## src/rtl/pipelined_shifter_if.sv

```systemverilog
// Request/result bundle for pipelined_shifter: valid/ready request side carrying
// the operands and op, valid/ready result side carrying result and zero flag.
// Ports: slave = shifter side, master = requester/consumer side.
interface pipelined_shifter_if #(
   parameter int WIDTH = 32
);
   localparam int SHW = $clog2(WIDTH);

   // request side
   logic             in_valid;
   logic             in_ready;
   logic [WIDTH-1:0] a;
   logic [WIDTH-1:0] b;
   logic [2:0]       op;
   logic             use_const;
   logic [SHW-1:0]   constant_shift;

   // result side
   logic             out_valid;
   logic             out_ready;
   logic [WIDTH-1:0] result;
   logic             zero;

   modport slave (
      input  in_valid, a, b, op, use_const, constant_shift, out_ready,
      output in_ready, out_valid, result, zero
   );

   modport master (
      output in_valid, a, b, op, use_const, constant_shift, out_ready,
      input  in_ready, out_valid, result, zero
   );
endinterface

```

## src/rtl/pipelined_shifter.sv

```systemverilog
// Pipelined barrel shifter (SRL/SRA/SLL/ROR/ROL/LUI/pass) with per-stage valid bits.
// Latency: exactly STAGES cycles accept->out_valid when unstalled; 1 op/cycle sustained.
// Backpressure: out_ready=0 holds result/zero; bubbles collapse; in_ready depends only on
// pipe state and out_ready (no in_valid->in_ready path).
// Ports: clk, reset (async active-high), bus (slave modport of pipelined_shifter_if).
module pipelined_shifter #(
   parameter int WIDTH  = 32,
   parameter int STAGES = 2
) (
   input  logic               clk,
   input  logic               reset,
   pipelined_shifter_if.slave bus
);
   localparam int SHW   = $clog2(WIDTH);
   localparam int BASE  = SHW / STAGES;
   localparam int EXTRA = SHW % STAGES;

   typedef enum logic [2:0] {
      K_SRL = 3'd0,
      K_SRA = 3'd1,
      K_SLL = 3'd2,
      K_ROR = 3'd3,
      K_ROL = 3'd4
   } kind_e;

   // First mux level handled by stage k; earlier stages absorb the remainder levels.
   function automatic int lvl_lo(input int k);
      return k * BASE + ((k < EXTRA) ? k : EXTRA);
   endfunction

   function automatic int lvl_cnt(input int k);
      return BASE + ((k < EXTRA) ? 1 : 0);
   endfunction

   // Index of the register feeding stage k (clamped so stage 0 never forms index -1).
   function automatic int prev_idx(input int k);
      return (k == 0) ? 0 : k - 1;
   endfunction

   // One mux level: shift/rotate by 2**lvl.
   function automatic logic [WIDTH-1:0] shift_lvl(input logic [WIDTH-1:0] v,
                                                  input kind_e            t,
                                                  input int               lvl);
      int sh;
      sh = 1 << lvl;
      case (t)
         K_SRL:   return v >> sh;
         K_SRA:   return WIDTH'($signed(v) >>> sh);
         K_SLL:   return v << sh;
         K_ROR:   return (v >> sh) | (v << (WIDTH - sh));
         K_ROL:   return (v << sh) | (v >> (WIDTH - sh));
         default: return v;
      endcase
   endfunction

   // ---------------------------------------------------------------------------
   // Op decode: LUI becomes a left logical shift by WIDTH/2, pass (11x) becomes a
   // zero-amount shift, so the datapath only ever sees five shift kinds.
   // ---------------------------------------------------------------------------
   logic [SHW-1:0] sel_amt;
   logic [SHW-1:0] in_amt;
   kind_e          in_kind;

   assign sel_amt = bus.use_const ? bus.constant_shift : bus.a[SHW-1:0];

   always_comb begin
      in_kind = K_SLL;
      in_amt  = '0;
      case (bus.op)
         3'b000:  begin in_kind = K_SRL; in_amt = sel_amt; end
         3'b001:  begin in_kind = K_SRA; in_amt = sel_amt; end
         3'b010:  begin in_kind = K_SLL; in_amt = sel_amt; end
         3'b011:  begin in_kind = K_ROR; in_amt = sel_amt; end
         3'b100:  begin in_kind = K_ROL; in_amt = sel_amt; end
         3'b101:  begin in_kind = K_SLL; in_amt = SHW'(WIDTH / 2); end
         default: begin in_kind = K_SLL; in_amt = '0; end
      endcase
   end

   // ---------------------------------------------------------------------------
   // Stage registers. amt_q holds only the not-yet-applied amount bits, realigned
   // so the next stage always finds its first level at bit 0.
   // ---------------------------------------------------------------------------
   logic [STAGES-1:0] vld_q;
   logic [WIDTH-1:0]  val_q  [STAGES];
   logic [SHW-1:0]    amt_q  [STAGES];
   kind_e             kind_q [STAGES];
   logic              zero_q;

   // Stage inputs and combinational stage outputs.
   logic [STAGES-1:0] stg_vld;
   logic [WIDTH-1:0]  nxt_v [STAGES];
   logic [SHW-1:0]    nxt_m [STAGES];
   kind_e             nxt_t [STAGES];
   logic [WIDTH-1:0]  cur_v;
   logic [SHW-1:0]    cur_m;
   kind_e             cur_t;

   always_comb begin
      stg_vld = '0;
      cur_v   = '0;
      cur_m   = '0;
      cur_t   = K_SLL;
      for (int k = 0; k < STAGES; k++) begin
         nxt_v[k] = '0;
         nxt_m[k] = '0;
         nxt_t[k] = K_SLL;
      end
      for (int k = 0; k < STAGES; k++) begin
         if (k == 0) begin
            stg_vld[k] = bus.in_valid;
            cur_v      = bus.b;
            cur_m      = in_amt;
            cur_t      = in_kind;
         end else begin
            stg_vld[k] = vld_q[prev_idx(k)];
            cur_v      = val_q[prev_idx(k)];
            cur_m      = amt_q[prev_idx(k)];
            cur_t      = kind_q[prev_idx(k)];
         end
         for (int j = 0; j < SHW; j++) begin
            if (j < lvl_cnt(k) && cur_m[j]) begin
               cur_v = shift_lvl(cur_v, cur_t, lvl_lo(k) + j);
            end
         end
         nxt_v[k] = cur_v;
         nxt_m[k] = cur_m >> lvl_cnt(k);
         nxt_t[k] = cur_t;
      end
   end

   // ---------------------------------------------------------------------------
   // Flow control: load[k] means stage k's register may take new contents this
   // edge, i.e. it is empty or its occupant is moving on. Walked from the output
   // back so each stage sees its successor's decision.
   // ---------------------------------------------------------------------------
   logic [STAGES-1:0] load;
   logic              down_ok;

   always_comb begin
      load    = '0;
      down_ok = bus.out_ready;
      for (int k = STAGES - 1; k >= 0; k--) begin
         load[k] = !vld_q[k] || down_ok;
         down_ok = load[k];
      end
   end

   always_ff @(posedge clk or posedge reset) begin
      if (reset) begin
         vld_q  <= '0;
         zero_q <= 1'b0;
         for (int k = 0; k < STAGES; k++) begin
            val_q[k]  <= '0;
            amt_q[k]  <= '0;
            kind_q[k] <= K_SRL;
         end
      end else begin
         for (int k = 0; k < STAGES; k++) begin
            if (load[k]) begin
               vld_q[k] <= stg_vld[k];
               // Bubbles advance the valid bit only, so data never churns on idle.
               if (stg_vld[k]) begin
                  val_q[k]  <= nxt_v[k];
                  amt_q[k]  <= nxt_m[k];
                  kind_q[k] <= nxt_t[k];
               end
            end
         end
         if (load[STAGES-1] && stg_vld[STAGES-1]) begin
            zero_q <= (nxt_v[STAGES-1] == '0);
         end
      end
   end

   assign bus.in_ready  = load[0];
   assign bus.out_valid = vld_q[STAGES-1];
   assign bus.result    = val_q[STAGES-1];
   assign bus.zero      = zero_q;

   // Upper a bits are architecturally ignored; the last stage's amount (always
   // fully consumed) and kind have no consumer.
   logic unused_ok;
   assign unused_ok = ^{bus.a[WIDTH-1:SHW], amt_q[STAGES-1], kind_q[STAGES-1]};

endmodule

```

## src/flat_wrapper.sv

```systemverilog
// flat-port wrapper written by rule: the top's interface ports become plain ports
module pipelined_shifter_flat 
#(
   parameter int WIDTH  = 32,
   parameter int STAGES = 2
)
  (clk, reset, bus_in_valid, bus_a, bus_b, bus_op, bus_use_const, bus_constant_shift, bus_out_ready, bus_in_ready, bus_out_valid, bus_result, bus_zero);
  pipelined_shifter_if #(.WIDTH(WIDTH)) bus_i ();
  input  logic clk;
  input  logic reset;
  input wire logic [$bits(bus_i.in_valid)-1:0] bus_in_valid;
  input wire logic [$bits(bus_i.a)-1:0] bus_a;
  input wire logic [$bits(bus_i.b)-1:0] bus_b;
  input wire logic [$bits(bus_i.op)-1:0] bus_op;
  input wire logic [$bits(bus_i.use_const)-1:0] bus_use_const;
  input wire logic [$bits(bus_i.constant_shift)-1:0] bus_constant_shift;
  input wire logic [$bits(bus_i.out_ready)-1:0] bus_out_ready;
  output wire logic [$bits(bus_i.in_ready)-1:0] bus_in_ready;
  output wire logic [$bits(bus_i.out_valid)-1:0] bus_out_valid;
  output wire logic [$bits(bus_i.result)-1:0] bus_result;
  output wire logic [$bits(bus_i.zero)-1:0] bus_zero;
  assign bus_i.in_valid = bus_in_valid;
  assign bus_i.a = bus_a;
  assign bus_i.b = bus_b;
  assign bus_i.op = bus_op;
  assign bus_i.use_const = bus_use_const;
  assign bus_i.constant_shift = bus_constant_shift;
  assign bus_i.out_ready = bus_out_ready;
  assign bus_in_ready = bus_i.in_ready;
  assign bus_out_valid = bus_i.out_valid;
  assign bus_result = bus_i.result;
  assign bus_zero = bus_i.zero;
  pipelined_shifter #(.WIDTH(WIDTH), .STAGES(STAGES)) u_core (.clk(clk), .reset(reset), .bus(bus_i));
endmodule
```

## config.mk

```make
export PLATFORM = sky130hd
export DESIGN_NAME = pipelined_shifter_flat
export DESIGN_NICKNAME = d
export VERILOG_FILES = /design/src/rtl/pipelined_shifter_if.sv /design/src/rtl/pipelined_shifter.sv /design/src/flat_wrapper.sv
export SDC_FILE = /design/constraint.sdc
export NUM_CORES = 1
export LEC_CHECK = 0
export ABC_CLOCK_PERIOD_IN_PS = 2800
export BUFFER_PORTS_ARGS = -buffer_cell sky130_fd_sc_hd__buf_2
export CAP_MARGIN = 40
export CORE_MARGIN = 2
export CORE_UTILIZATION = 59
export CTS_BUF_LIST = sky130_fd_sc_hd__clkbuf_16
export CTS_CLUSTER_DIAMETER = 40
export DETAILED_ROUTE_END_ITERATION = 8
export PLACE_DENSITY = 0.82
export SYNTH_ARGS = -nofsm -noshare
export SYNTH_HDL_FRONTEND = slang
export SYNTH_SLANG_ARGS = --single-unit
```

## constraint.sdc

```tcl
create_clock -name clk -period 2.8 [get_ports clk]
set_input_delay 0.56 -clock clk [delete_from_list [all_inputs] [get_ports clk]]
set_output_delay 0.56 -clock clk [all_outputs]
set_load 0.02 [all_outputs]
```

==> flow_summary.yaml <==
layout:
  final_layout_size_suffix_gt1_share_pct: 22.84
  fill_cells: 1093
  num_antenna_cells: 0
  instances_no_fill: 1211
  area_growth_pct: 13.89
  fin_nets: 1136
  fin_util_pct: 68.61
critical_path:
  required_ps: 3020
  crit_type: "register to register"
  path_cells: "buf_4 > xor2_2 > buf_4 > nand3_1 > a31oi_1 > a21o_1 > o21ai_0 > nor4b_2 > a32o_1"
  startpoint_type: "register"
  cp_top_family: "compound AO/OA/AOI/OAI gates"
  cp-end-kind: "register"
  cpMaxStageDelayCell: "dfrtp_2"
  cpPeakStageDelay_ps: 490
  cp_num_buf_inv: 2
  crit_path_frequent_cell: "buf_4"
  cp.arrival_ps: 2890
  crit_fanout: 11
sta:
  hold_violations: 0
  drv_slew: 0
  period_minus_slack_ps: 2670
  tns_ps: 0
  fmax_mhz: 374.5
  clock_skew_ps: 7.450
  setup_viol: 0
  slew_headroom_pct: 57.35
  period_share_pct: 95.36
  tightest_slew_ps: 636.8
  rsz0062_at_grt: "no"
cts:
  path_clk_slew_ps: 60
  clock_latency_ps: 340
  h-tree-depth: 3
  cts_buffer_depth: 2
  cts_root_buf: "clkbuf_16"
  cts_buffers: 9
  cts_tree: "built"
  cts_num_sinks: 72
synth:
  syn_inst: 995
  syn_nets: 1072
  netlist_area_um2: 7206
  ys_top_cells_by_area: "dfrtp_1, o21ai_0, nand2_1"
  yosysWarnings: 0
  synthArstFlopShare_pct: 100.0
  yosysTopAreaCellShare_pct: 25.00
  ys_seq_area_share_pct: 25.00
  synth_top_area_cell: "dfrtp_1"
  synth_enable_flop_cells: 0
  ys_top_cells_by_count: "nand2_1, o21ai_0, a21oi_1"
  synth_cell_types: 68
  synth.ff_latch_count: 72
  synth_top_flop_cell: "dfrtp_1"
  synth_area_per_cell_um2: 7.242
power:
  switching_share_pct: 45.40
  powerDensity_nw_per_um2: 650.1
  static-leakage-power_nw: 3.410
  p_sw_w: 0.002422
  ir_drop_uv: 548.3
  power.internal_w: 0.002913
  seqPwrFrac_pct: 30.4
  pwr-share-comb_pct: 49.1
  clockPowerShare_pct: 20.5
global_routing:
  grtUsageTotal_pct: 41.22
  grt_pass1_wl_mm: 41.94
  grt_pass1_vias: 7547
  grt_max_degree: 73
  grt_overflow_total: 0
  antenna_found_initial: 0
floorplan:
  die_w_um: 114.5
  rows: 40
  core_area_um2: 11960
  die_h_um: 114.5
  start_util_pct: 60.24
  die-area_um2: 13110
  pin_count: 112
drt:
  wl_mm: 26.46
  drtIter0Drc: 1222
  first_pass_iters: 5
  drc_errors: 0
  avgRoutedWirePerCell_um: 21.85
  ant_nets: 0
  vias: 8424
  vias_per_cell: 6.956
placement:
  dp_hpwl_mm: 20.15
  placed_cells: 1195
  io_buffers: 84
  globalplace.congestion: 1.033
outcome:
  outcome: "finished, final reports clean"
worst_hold_path:
  hold_class: "input pin to asynchronous set/reset pin"
job:
  drv_cap: 0
[worst paths after layout]
kind | startpoint | endpoint | slack (ps) | cells after the start
setup / recovery | u_core.cur_t[1] | u_core.bus.zero | 130 | 9
hold / removal | reset | u_core.vld_q[0] | 300 | 3
setup reg to reg | u_core.cur_t[1] | u_core.bus.zero | 130 | 9
hold reg to reg | u_core.bus.result[21] | u_core.bus.result[21] | 470 | 2
max in group asynchronous | reset | u_core.cur_t[2] | 2200 | 3
min in group clk | bus_in_valid | u_core.vld_q[0] | 450 | 2
[power by group through the flow]
stage / logic [W] / clock network, W / registers [W]
5_1_grt: 0.00284 / 0.00116 / 0.00165
3_3_place_gp: 0.00252 / 0 / 0.00161
6_report: 0.00262 / 0.00109 / 0.00162
3_5_place_dp: 0.00254 / 0 / 0.00162
2_1_floorplan: 0.00188 / 0 / 0.00149
4_1_cts: 0.00255 / 0.00111 / 0.00160
[routing by layer]
layer / GRT usage, % / up-vias / share of wire [%]
met5: 0 / - / 0
met4: 8.455 / 0 / 2.0
met3: 12.39 / 57 / 14
met2: 59.49 / 603 / 43
met1: 60.98 / 3922 / 41
li1: - / 3842 / -
[state kept, by name, summed over array words and instances, names as in the netlist]
| signal | cells |
|---|---|
| u_core.cur_m | 2 |
| u_core.cur_t | 3 |
| u_core.bus.result | 32 |
| u_core.bus.zero | 1 |
| u_core.vld_q | 2 |
| u_core.val_q | 32 |
[cell type report]
class,instances,area [um2],area share [%]
repair buffers,184,1221,14.88
clock buffers,9,225.2,2.744
well taps,147,183.9,2.241
clock inverters,7,60.06,0.7318
multi-input cells,779,4663,56.82
inverters,13,48.80,0.5946
flip-flops and latches,72,1804,21.99
[kinds of logic after synthesis]
kind of cell              after synthesis  synth area share (%)
AOI/OAI and AO/OA                     417                 36.07
xor gates and xnor gates                2                0.3474
buffers and inverters                 144                 10.42
DFF                                    72                 25.00
muxes                                  34                 7.189
and+or+nand+nor                       326                 20.98
[stage by stage]
stage	area [um2]	setup WS [ps]	hold slack (ps)	total power, W
2_1_floorplan	7206	318.6	449.8	0.003372
3_3_place_gp	7919	140.7	453.4	0.004126
3_5_place_dp	7919	103.7	464.5	0.004156
4_1_cts	8204	141.2	312.2	0.005262
5_1_grt	8207	42.69	337.1	0.005636
6_report	8207	130.0	295.6	0.005335
[worst register-to-register path, delay by kind of cell, from the launching register on]
family	cells	cell delay, ps
AO/OA/AOI/OAI	4	940
XOR/XNOR	1	360
flip-flops	1	490
buffers and inverters	2	460
AND/OR/NAND/NOR	2	320
[cell usage in the layout (no fill, tap or decap), drive strengths merged, types with 2 or more instances in the layout]
cell type and n:
buf 184, o21ai 129, nand2 126, a21oi 92, dfrtp 72, nand3 70, nor2 64, a31oi 55
a211oi 21, a311oi 18, o22ai 17, inv 16, mux4 13, mux2i 12, a22oi 12, nand2b 11
nor2b 11, o221ai 11, nor3 11, o211ai 11, o31ai 9, clkbuf 9, mux2 9, and2 7
and3 7, a221oi 7, nand4 5, o21a 4, a32oi 4, o32a 4, nor4 4, a21o 4
o31a 3, a2bb2oi 3, clkinv 3, o22a 2, and3b 2, o311ai 2, a22o 2, nor3b 2
[what timing repair did]
action	CTS	global route
buffers inserted	0	0
gates resized for setup	0	2
hold buffers	0	0
endpoints found under the hold margin	0	0
endpoints found under the setup margin	0	1
No activity file was read; power rests on OpenSTA's default activity.
